`config.mk`:
```
export PLATFORM = sky130hd
export DESIGN_NAME = vga_timing_ctrl
export DESIGN_NICKNAME = d
export VERILOG_FILES = /design/src/rtl/vga_timing_pkg.sv /design/src/rtl/vga_pixel_prescaler.sv /design/src/rtl/vga_timing_ctrl.sv
export SDC_FILE = /design/constraint.sdc
export NUM_CORES = 1
export LEC_CHECK = 0
export ABC_AREA = 1
export CAP_MARGIN = 5
export CORE_ASPECT_RATIO = 1.25
export CORE_MARGIN = 2
export CORE_UTILIZATION = 47
export DETAILED_ROUTE_END_ITERATION = 12
export HOLD_SLACK_MARGIN = 0.02
export MAX_ROUTING_LAYER = met4
export PLACE_DENSITY = 0.76
export SLEW_MARGIN = 5
export SYNTH_ARGS = -nofsm -noshare
export SYNTH_HDL_FRONTEND = slang
export SYNTH_SLANG_ARGS = --single-unit
```
`constraint.sdc`:
```
create_clock -name Clk -period 1.45 [get_ports Clk]
set_input_delay 0.2175 -clock Clk [delete_from_list [all_inputs] [get_ports Clk]]
set_output_delay 0.2175 -clock Clk [all_outputs]
set_load 0.05 [all_outputs]
```
`src/rtl/vga_timing_pkg.sv`:
```
// vga_timing_pkg: shared constants and FSM encoding for the VGA timing controller.
// Latency: n/a (constants and types only). Backpressure: n/a.
// Contents: 640x480@60 segment defaults, derived totals, sync polarity, state type.
package vga_timing_pkg;

   // Counter width; horizontal and vertical totals must both fit (<= 2047).
   localparam int CNT_W = 11;

   localparam int H_VISIBLE_DEF = 640;
   localparam int H_FRONT_DEF   = 16;
   localparam int H_SYNC_DEF    = 96;
   localparam int H_BACK_DEF    = 48;
   localparam int H_TOTAL_DEF   = H_VISIBLE_DEF + H_FRONT_DEF + H_SYNC_DEF + H_BACK_DEF;

   localparam int V_VISIBLE_DEF = 480;
   localparam int V_FRONT_DEF   = 10;
   localparam int V_SYNC_DEF    = 2;
   localparam int V_BACK_DEF    = 33;
   localparam int V_TOTAL_DEF   = V_VISIBLE_DEF + V_FRONT_DEF + V_SYNC_DEF + V_BACK_DEF;

   // Both syncs are active-low for 640x480@60.
   localparam logic SYNC_ACTIVE = 1'b0;

   typedef enum logic [1:0] {
      ST_IDLE     = 2'd0,
      ST_RUN      = 2'd1,
      ST_STOPPING = 2'd2
   } state_t;

endpackage

```
`src/rtl/vga_pixel_prescaler.sv`:
```
// vga_pixel_prescaler: divides the system clock down to a one-clock pixel strobe.
// Latency: tick is decoded from the prescaler register, first tick CLK_DIV clocks after clear drops.
// Backpressure: none; clear holds the count at 0 and forces tick low.
// Ports: clk, rst_n (async active-low), clear (hold in reset state), tick (pixel strobe).
module vga_pixel_prescaler
   import vga_timing_pkg::*;
#(
   parameter int CLK_DIV = 2
) (
   input  logic clk,
   input  logic rst_n,
   input  logic clear,
   output logic tick
);

   // A 1-bit counter is kept for CLK_DIV == 1; it never leaves 0, so tick is simply !clear.
   localparam int            PW   = (CLK_DIV > 1) ? $clog2(CLK_DIV) : 1;
   localparam logic [PW-1:0] LAST = PW'(CLK_DIV - 1);

   logic [PW-1:0] count;

   assign tick = !clear && (count == LAST);

   always_ff @(posedge clk or negedge rst_n) begin
      if (!rst_n) begin
         count <= '0;
      end else if (clear || (count == LAST)) begin
         count <= '0;
      end else begin
         count <= count + PW'(1);
      end
   end

endmodule

```
`src/rtl/vga_timing_ctrl.sv`:
```
// vga_timing_ctrl: VGA frame sequencer - pixel tick, h/v counters, sync/video decode, enable handshake.
// Latency: Busy one clock after Enable; decoded syncs/VideoOn zero latency from counters; FrameStart registered.
// Backpressure: none; dropping Enable finishes the current frame before returning to IDLE.
// Ports: Clk, Reset (async active-low), Enable in; cntHorizontal/cntVertical, PixelTick, HSync, VSync,
//        VideoOn, FrameStart, Busy out; FrameCount (16b) out only when VGA_FRAME_COUNT_EN is defined.
module vga_timing_ctrl
   import vga_timing_pkg::*;
#(
   parameter int CLK_DIV   = 2,
   parameter int H_VISIBLE = H_VISIBLE_DEF,
   parameter int H_FRONT   = H_FRONT_DEF,
   parameter int H_SYNC    = H_SYNC_DEF,
   parameter int H_BACK    = H_BACK_DEF,
   parameter int V_VISIBLE = V_VISIBLE_DEF,
   parameter int V_FRONT   = V_FRONT_DEF,
   parameter int V_SYNC    = V_SYNC_DEF,
   parameter int V_BACK    = V_BACK_DEF
) (
   input  logic             Clk,
   input  logic             Reset,
   input  logic             Enable,
   output logic [CNT_W-1:0] cntHorizontal,
   output logic [CNT_W-1:0] cntVertical,
   output logic             PixelTick,
   output logic             HSync,
   output logic             VSync,
   output logic             VideoOn,
   output logic             FrameStart,
   output logic             Busy
`ifdef VGA_FRAME_COUNT_EN
   ,
   output logic [15:0]      FrameCount
`endif
);

   localparam int H_TOTAL = H_VISIBLE + H_FRONT + H_SYNC + H_BACK;
   localparam int V_TOTAL = V_VISIBLE + V_FRONT + V_SYNC + V_BACK;

   localparam logic [CNT_W-1:0] H_LAST   = CNT_W'(H_TOTAL - 1);
   localparam logic [CNT_W-1:0] V_LAST   = CNT_W'(V_TOTAL - 1);
   localparam logic [CNT_W-1:0] H_VIS    = CNT_W'(H_VISIBLE);
   localparam logic [CNT_W-1:0] V_VIS    = CNT_W'(V_VISIBLE);
   localparam logic [CNT_W-1:0] HS_FIRST = CNT_W'(H_VISIBLE + H_FRONT);
   localparam logic [CNT_W-1:0] HS_LAST  = CNT_W'(H_VISIBLE + H_FRONT + H_SYNC - 1);
   localparam logic [CNT_W-1:0] VS_FIRST = CNT_W'(V_VISIBLE + V_FRONT);
   localparam logic [CNT_W-1:0] VS_LAST  = CNT_W'(V_VISIBLE + V_FRONT + V_SYNC - 1);

   state_t           state, state_nxt;
   logic [CNT_W-1:0] h_cnt, v_cnt;
   logic             active, frame_wrap, frame_start_nxt;
   logic             in_hsync, in_vsync;

   assign active = (state != ST_IDLE);

   vga_pixel_prescaler #(
      .CLK_DIV (CLK_DIV)
   ) u_prescaler (
      .clk   (Clk),
      .rst_n (Reset),
      .clear (!active),
      .tick  (PixelTick)
   );

   // The last pixel of the last line: the only point where scanning may stop.
   assign frame_wrap = PixelTick && (h_cnt == H_LAST) && (v_cnt == V_LAST);

   always_ff @(posedge Clk or negedge Reset) begin
      if (!Reset) begin
         state <= ST_IDLE;
      end else begin
         state <= state_nxt;
      end
   end

   // FrameStart fires on every wrap that keeps scanning; the stop wrap into IDLE is silent.
   always_comb begin
      state_nxt       = state;
      frame_start_nxt = 1'b0;
      case (state)
         ST_IDLE: begin
            if (Enable) state_nxt = ST_RUN;
         end
         ST_RUN: begin
            frame_start_nxt = frame_wrap;
            if (!Enable) state_nxt = ST_STOPPING;
         end
         ST_STOPPING: begin
            if (Enable) begin
               state_nxt       = ST_RUN;
               frame_start_nxt = frame_wrap;
            end else if (frame_wrap) begin
               state_nxt = ST_IDLE;
            end
         end
         default: state_nxt = ST_IDLE;
      endcase
   end

   always_ff @(posedge Clk or negedge Reset) begin
      if (!Reset) begin
         h_cnt      <= '0;
         v_cnt      <= '0;
         FrameStart <= 1'b0;
      end else begin
         FrameStart <= frame_start_nxt;
         if (!active) begin
            h_cnt <= '0;
            v_cnt <= '0;
         end else if (PixelTick) begin
            if (h_cnt == H_LAST) begin
               h_cnt <= '0;
               v_cnt <= (v_cnt == V_LAST) ? '0 : v_cnt + CNT_W'(1);
            end else begin
               h_cnt <= h_cnt + CNT_W'(1);
            end
         end
      end
   end

`ifdef VGA_FRAME_COUNT_EN
   always_ff @(posedge Clk or negedge Reset) begin
      if (!Reset) begin
         FrameCount <= '0;
      end else if (state_nxt == ST_IDLE) begin
         FrameCount <= '0;
      end else if (frame_start_nxt) begin
         FrameCount <= FrameCount + 16'd1;
      end
   end
`endif

   assign in_hsync = (h_cnt >= HS_FIRST) && (h_cnt <= HS_LAST);
   assign in_vsync = (v_cnt >= VS_FIRST) && (v_cnt <= VS_LAST);

   assign cntHorizontal = h_cnt;
   assign cntVertical   = v_cnt;
   assign Busy          = active;
   assign HSync         = (active && in_hsync) ? SYNC_ACTIVE : !SYNC_ACTIVE;
   assign VSync         = (active && in_vsync) ? SYNC_ACTIVE : !SYNC_ACTIVE;
   assign VideoOn       = active && (h_cnt < H_VIS) && (v_cnt < V_VIS);

endmodule

```
==> results by group, run 1 <==
Floorplan
  – Initial Utilization: 50.0%
  – Die Y: 72.6 um
  – Ports: 31
  – Num rows: 24
  – Die X: 58.9 um

Run status
  – Err: [ERROR DPL-0033] detailed placement checks failed during check placement.
  – Failing step: 5_1_grt
  – Outcome: did not finish

Yosys
  – Register area share after synthesis: 36.7%
  – Avg Cell Area, Syn: 7.94 um^2
  – Post-synth EDFFs: 0
  – Top cells by area, synth: dfrtp_1 37%, nand2_1 10%, inv_1 7.4%
  – Seq cells post-synth: 26
  – Top_reg_cell synth: dfrtp_1
  – Cells after synthesis: 223
  – Most frequent cell after synthesis: nand2_1
  – Post-synthesis cell type count: 33
  – Proportion of synthesized area in mux cells: 0%
  – Yosys warnings: 0
  – Ys async rst share: 100%
  – Mapped Nets: 236
  – Post-synth top cells: 48 x nand2_1, 35 x inv_1, 26 x dfrtp_1
  – Yosys top cell area share: 36.7%
  – Post-synthesis adder-cell area fraction: 7.06%
  – Compound-Gate Fraction of Synth Area: 11.7%
  – Largest area contributor in the netlist: dfrtp_1
  – Post-Synth Simple-Gate Area: 32.7%
  – Netlist Area Pre-Place: 1770 um^2
  – Xor-xnor portion of the synthesized cell area: 2.47%
  – Main combinational cell family by area after synthesis: simple AND/OR/NAND/NOR gates

Place
  – Placed insts: 338
  – Detailed placer's ending HPWL: 3.81 mm
  – RD Place Congestion: 0.915
  – Dpl cell area: 2890 um^2
  – Port Buffers: 30

GRT
  – Initial antenna violation count: 0
  – Largest net degree at the start of global routing: 27

Timing
  – Post-GRT worst EP: HSync
  – Worst endpoint type: output port

CTS
  – H-tree levels: 1
  – Max clock buf depth: 2
  – Clock Root Buffer: clkbuf_8
  – CTS Buf Count: 3
  – Clock tree sinks: 26
logic make-up after synthesis:
logic type,count (synthesis)
AO/OA/AOI/OAI,31
XOR/XNOR,5
adder cells (fa/ha/maj),10
buffers and inverters,38
flip-flops,26
AND/OR/NAND/NOR,113
per-stage QoR:
step | utilization (%) | setup TNS (ps) | setup slack [ps] | hold slack (ps)
global placement | 81.4 | -112 | -82.4 | 571
detailed placement | 81.4 | -520 | -120 | 591
CTS | 90.9 | -3140 | -365 | 318
floorplan | - | -3130 | -373 | -78.1
what timing repair did:
item,CTS
pin swaps,24
hold buffers,0
buffers inserted,14
gates resized for setup,46
setup endpoints to repair,26
cloned,1
==> inputs of run 2 (changes only) <==
--- a/config.mk
+++ b/config.mk
@@ -7,13 +7,10 @@
 export LEC_CHECK = 0
 export ABC_AREA = 1
 export CAP_MARGIN = 5
-export CORE_ASPECT_RATIO = 1.25
 export CORE_MARGIN = 2
-export CORE_UTILIZATION = 47
+export CORE_UTILIZATION = 35
 export DETAILED_ROUTE_END_ITERATION = 12
-export HOLD_SLACK_MARGIN = 0.02
-export MAX_ROUTING_LAYER = met4
-export PLACE_DENSITY = 0.76
+export PLACE_DENSITY_LB_ADDON = 0.15
 export SLEW_MARGIN = 5
 export SYNTH_ARGS = -nofsm -noshare
 export SYNTH_HDL_FRONTEND = slang
==> constraint.sdc (replaced) <==
create_clock -name Clk -period 1.9 [get_ports Clk]
set_input_delay 0.285 -clock Clk [delete_from_list [all_inputs] [get_ports Clk]]
set_output_delay 0.285 -clock Clk [all_outputs]
set_load 0.05 [all_outputs]
==> results by group, run 2 <==
Timing
  – Unrepaired setup endpoints after global routing: true
  – Slew @ Worst Pin: 504 ps
  – Slew headroom: 66.3%
  – Worst Clk Skew: 4.23 ps
  – Final slew viol count: 0
  – FMAX: 542 MHz
  – Final Hold Viols: 0
  – Setup Viol. Count Final: 0
  – Final period utilization: 97.2%
  – Final min period: 1850 ps

Yosys
  – Top cells by area, synth: dfrtp_1 37%, nand2_1 10%, inv_1 7.4%
  – Avg Cell Area, Syn: 7.94 um^2 (unchanged)
  – Top_reg_cell synth: dfrtp_1
  – Seq cells post-synth: 26 (unchanged)
  – Ys async rst share: 100% (unchanged)
  – Yosys warnings: 0 (unchanged)
  – Most frequent cell after synthesis: nand2_1
  – Register area share after synthesis: 36.7% (unchanged)
  – Post-synthesis cell type count: 33 (unchanged)
  – Post-synth EDFFs: 0 (unchanged)
  – Yosys top cell area share: 36.7% (unchanged)
  – Mapped Nets: 236 (unchanged)
  – Largest area contributor in the netlist: dfrtp_1
  – Cells after synthesis: 223 (unchanged)
  – Post-synth top cells: 48 x nand2_1, 35 x inv_1, 26 x dfrtp_1
  – Netlist Area Pre-Place: 1770 um^2 (unchanged)

Cells and area
  – Util after Layout: 49.7%
  – Design area: 2400 um^2
  – Proportion of layout cells with a drive suffix above 1: 24.9%
  – Most frequent cells in the layout: 47 x nand2_1, 31 x inv_1, 22 x dfrtp_1, 18 x clkdlybuf4s50_1, 18 x buf_4
  – Area grow syn2layout: 35.2%
  – Layout Nets: 283
  – Layout fillers: 498
  – Inserted Diodes: 0
  – Commonest non-fill, non-tap cell in the layout: nand2_1

Drt
  – DRC viols: 0
  – DR vias/cell: 4.76
  – First-pass detailed-route iteration total: 4
  – DRT iter0 DRCs: 61
  – Vias post-DR: 1601
  – WL per Instance: 12.3 um
  – Final WL: 4.15 mm
  – DRT antenna net count: 0

Floorplan
  – Initial Utilization: 36.8% (-13 points)
  – Num rows: 25 (+4.2%)
  – CORE AREA: 4820 um^2
  – Die area: 5650 um^2
  – Die Y: 75.1 um (+3.4%)
  – Ports: 31 (unchanged)
  – Die X: 75.1 um (+28%)

Pwr
  – Seq pwr share: 28.9%
  – P_int: 0.00127 W
  – P_sw: 0.000954 W
  – PD cells: 926 nW/um^2
  – Total power: 0.00222 W
  – VDD IR max: 0.868 mV
  – Leakage Power: 1.11 nW
  – Part of the power in the clock network: 14.7%
  – Part of the power in combinational logic: 56.4%
  – Switch share: 43.0%

Place
  – Dpl cell area: 2250 um^2 (-22%)
  – Detailed placer's ending HPWL: 3.13 mm (-18%)
  – Port Buffers: 30 (unchanged)
  – RD Place Congestion: 0.870 (-4.9%)

Setup path
  – CP arrival: 1560 ps
  – CP Max Fanout: 4
  – Biggest cell delay along the critical path: 840 ps
  – WS Path Type: reg -> out
  – CP Buf/Inv Count: 1
  – CP delay by family, top: buffers and inverters
  – CP max-delay cell: clkdlybuf4s50_1
  – Crit-path cells: clkdlybuf4s50_1
  – Crit. End Element: primary output
  – Critical Path RT: 1620 ps
  – Startpoint Class: flip-flop

GRT
  – GRT Util Overall: 16.1%
  – Largest net degree at the start of global routing: 27
  – Vias in the first global route: 1542
  – First-pass GRT wire length: 7.03 mm
  – Initial antenna violation count: 0
  – GRT overflow: 0

Run
  – Maxcap violations: 0

Worst hold path
  – Hold crit path type: in -> async

CTS
  – Reg clk slew, reported paths: 90 ps
  – Clock tree sinks: 26 (unchanged)
  – H-tree levels: 1 (unchanged)
  – CTS Buf Count: 3 (unchanged)
  – Clock latency at the later pin of the worst-skew pair: 270 ps
  – TritonCTS clock tree: built
  – Max clock buf depth: 2 (unchanged)
  – Clock Root Buffer: clkbuf_8

Run status
  – Outcome: complete, no violations
## run 2: stage by stage
step,cells,TNS [ps],worst slack [ps],hold slack [ps]
finish,336,0,54.0,385
global route,336,-80.2,-46.0,432
CTS,334,-2.60,-2.60,398
detailed placement,326,0,62.0,530
global placement,326,0,119,510
floorplan,223,-900,-222,-10.6
## run 2: area by class of cell
class                           count  area, um^2  area share, %
Inverter                           36         138           5.74
Multi-Input combinational cell    159        1040           43.3
Clock buffer                        4        45.0           1.88
Timing Repair Buffer               44         437           18.2
Sequential cell                    26         656           27.4
Tap cell                           67        83.8           3.50
## run 2: path summary, 6_finish.rpt
kind                              startpoint                end  slack [ps]  cells past startpoint
setup / recovery            cntHorizontal[7]   cntHorizontal[7]          50                      1
hold / removal                         Reset   cntHorizontal[4]         390                      2
setup reg to reg            cntHorizontal[4]   cntHorizontal[2]         310                      6
hold reg to reg            cntHorizontal[10]  cntHorizontal[10]         570                      2
max in group asynchronous              Reset     cntVertical[1]        1230                      2
min in group Clk           cntHorizontal[10]  cntHorizontal[10]         570                      2
## run 2: power groups by stage
stage               Sequential (W)  Combinational, W  Clock [W]
finish                    0.000642           0.00125   0.000326
detailed placement        0.000668           0.00111          0
CTS                       0.000641           0.00124   0.000347
global placement          0.000665           0.00111          0
global route              0.000648           0.00135   0.000365
floorplan                 0.000733          0.000674          0
## run 2: cells by family after synthesis
| family | count (synthesis) | share of synthesized area (%) |
|---|---|---|
| simple gates | 113 | 32.7 |
| flops | 26 | 36.7 |
| compound gates | 31 | 11.7 |
| buf+inv | 38 | 9.39 |
| xor+xnor | 5 | 2.47 |
| fa+ha+maj | 10 | 7.06 |
## run 2: per-layer routing
layer	vias to the layer above	GRT usage, %	routed length [um]
met3	4	3.75	143
met4	0	4.09	35
met2	31	24.7	1850
met5	-	0	0
met1	739	23.1	2110
li1	827	-	-
## run 2: repair_timing
| item | CTS | global route |
|---|---|---|
| buffers inserted | 4 | 2 |
| endpoints found under the setup margin | 3 | 6 |
| gates cloned | 0 | 0 |
| hold buffers | 0 | 0 |
| pin swaps | 3 | 3 |
| resized for setup | 11 | 8 |
(Power assumes the default switching activity.)
==> inputs of run 3 (changes only) <==
--- a/config.mk
+++ b/config.mk
@@ -7,6 +7,7 @@
 export LEC_CHECK = 0
 export ABC_AREA = 1
 export CAP_MARGIN = 5
+export CORE_ASPECT_RATIO = 1.1
 export CORE_MARGIN = 2
 export CORE_UTILIZATION = 35
 export DETAILED_ROUTE_END_ITERATION = 12
==> results by group, run 3 (same netlist as run 2, synthesis figures left out) <==
Run status
  – Outcome: complete, no violations

Timing
  – FMAX: 541 MHz (-0.18%)
  – Final period utilization: 97.3% (+0.17 points)
  – Final setup TNS: 0 ps (unchanged)
  – Final slew viol count: 0 (unchanged)
  – Setup Viol. Count Final: 0 (unchanged)
  – Slew headroom: 66.4% (+0.085 points)
  – Unrepaired setup endpoints after global routing: true
  – Fin Hold WS: 385 ps (+0.00400 ps)
  – Worst Clk Skew: 5.36 ps (+1.14 ps)
  – Slew @ Worst Pin: 502 ps (-2.02 ps)
  – Final Hold Viols: 0 (unchanged)
  – Final min period: 1850 ps (+3.32 ps)

Floorplan
  – Die area: 5650 um^2 (about the same)
  – Die X: 71.8 um (-4.4%)
  – Die Y: 78.6 um (+4.6%)
  – Initial Utilization: 35.9% (-0.86 points)
  – Ports: 31 (unchanged)
  – CORE AREA: 4930 um^2 (+2.4%)
  – Num rows: 27 (+8.0%)

Setup path
  – CP Buf/Inv Count: 3 (+2)
  – WS Path Type: reg -> out
  – Startpoint Class: flip-flop
  – Biggest cell delay along the critical path: 380 ps (-460 ps)
  – CP arrival: 1560 ps (about the same)
  – CP Max Fanout: 4 (unchanged)
  – Crit-path cells: inv_2 > ha_4 > inv_4 > nand2_4 > nor4_4 > buf_12
  – Reg2Reg Setup Slack: 280 ps (-30 ps)
  – CP max-delay cell: dfrtp_1
  – CP delay by family, top: simple AND/OR/NAND/NOR gates
  – Crit. End Element: primary output
  – Critical Path RT: 1620 ps (about the same)

CTS
  – CTS Buf Count: 3 (unchanged)
  – Reg clk slew, reported paths: 90 ps (about the same)
  – Clock tree sinks: 26 (unchanged)
  – TritonCTS clock tree: built
  – H-tree levels: 1 (unchanged)
  – Clock latency at the later pin of the worst-skew pair: 270 ps (about the same)
  – Clock Root Buffer: clkbuf_8
  – Hold buffers post-CTS: 0 (unchanged)
  – Max clock buf depth: 2 (unchanged)

Cells and area
  – Layout fillers: 492 (-1.2%)
  – Area grow syn2layout: 35.9%
  – Final cell count without fillers: 329 (-2.1%)
  – Commonest non-fill, non-tap cell in the layout: nand2_1
  – Area of the multi-input gates: 1060 um^2 (+1.9%)
  – Inserted Diodes: 0 (unchanged)
  – Flip-flop and latch area: 654 um^2 (-0.19%)
  – Proportion of layout cells with a drive suffix above 1: 26.6% (+1.7 points)
  – Most frequent cells in the layout: 47 x nand2_1, 31 x inv_1, 23 x dfrtp_1, 22 x buf_4, 18 x clkdlybuf4s50_1
  – Layout Nets: 285 (+0.71%)

Pwr
  – Leakage Power: 1.09 nW (-1.7%)
  – VDD IR max: 0.436 mV (-50%)
  – PD cells: 926 nW/um^2 (about the same)
  – Total power: 0.00223 W (+0.53%)

Place
  – Placed insts: 316 (-3.1%)
  – RD Place Congestion: 0.802 (-7.8%)
  – Port Buffers: 30 (unchanged)
  – Detailed placer's ending HPWL: 3.22 mm (+2.9%)

Drt
  – WL per Instance: 13.7 um (+11%)
  – Vias post-DR: 1635 (+2.1%)
  – DR vias/cell: 4.97 (+4.3%)
  – DRT iter0 DRCs: 86 (+41%)
  – Final WL: 4.51 mm (+8.7%)
  – DRT antenna net count: 0 (unchanged)
  – First-pass detailed-route iteration total: 4 (unchanged)
  – DRC viols: 0 (unchanged)

Run
  – Maxcap violations: 0 (unchanged)

GRT
  – Vias in the first global route: 1604 (+4.0%)
  – GRT overflow: 0 (unchanged)
  – Largest net degree at the start of global routing: 27 (unchanged)
  – GRT Util Overall: 16.4% (+0.25 points)
  – Initial antenna violation count: 0 (unchanged)
  – First-pass GRT wire length: 7.38 mm (+4.9%)

Worst hold path
  – Hold crit path type: in -> async
run 3: worst reg2reg max path: cells and delay by family, from the launching register on:
kind | cells | cell delay, ps
AO/OA/AOI/OAI | 1 | 70
XOR/XNOR | 1 | 160
adder cells (fa/ha/maj) | 1 | 250
flip-flops | 1 | 420
AND/OR/NAND/NOR | 4 | 610
run 3: area by class of cell:
class	count	area share [%]
Clock buffer	4	1.87
Inverter	36	5.71
Multi-Input combinational cell	159	43.9
Sequential cell	26	27.2
Tap cell	58	3.01
Timing Repair Buffer	46	18.3
run 3: per-layer routing:
layer  up-vias  part of all wire [%]  track usage [%]
met4         0                   1.2             5.09
met3         6                   3.4             2.18
met5         -                     0                0
li1        822                     -                -
met2        38                    49             28.3
met1       769                    46             20.9
run 3: path summary, 6_finish.rpt:
kind,startpoint,depth (start not counted),endpoint
setup / recovery,state[1],6,VideoOn
hold / removal,Reset,2,cntVertical[10]
setup reg to reg,cntVertical[1],7,cntVertical[10]
hold reg to reg,cntHorizontal[10],2,cntHorizontal[10]
max in group asynchronous,Reset,2,cntHorizontal[0]
min in group Clk,cntHorizontal[10],2,cntHorizontal[10]
run 3: timing repair:
action,CTS,global route
setup endpoints to repair,3,3
hold endpoints to repair,0,0
buffers inserted,6,3
pin swaps,5,6
resized for setup,10,10
run 3: through the flow:
stage                     util (%)  cell area (um^2)  setup WS, ps
after floorplan                  -              1830          -222
after global placement        45.2              2230           129
after detailed placement      45.2              2230          66.0
after CTS                     47.6              2350         -17.2
after global routing          48.8              2410         -24.8
final                         48.8              2410          50.7
run 3: report_power, final:
group          switching, W  total, W  internal [W]
logic              0.000755   0.00125      0.000493
registers         0.0000491  0.000653      0.000604
clock network      0.000180  0.000331      0.000150
total              0.000985   0.00223       0.00125
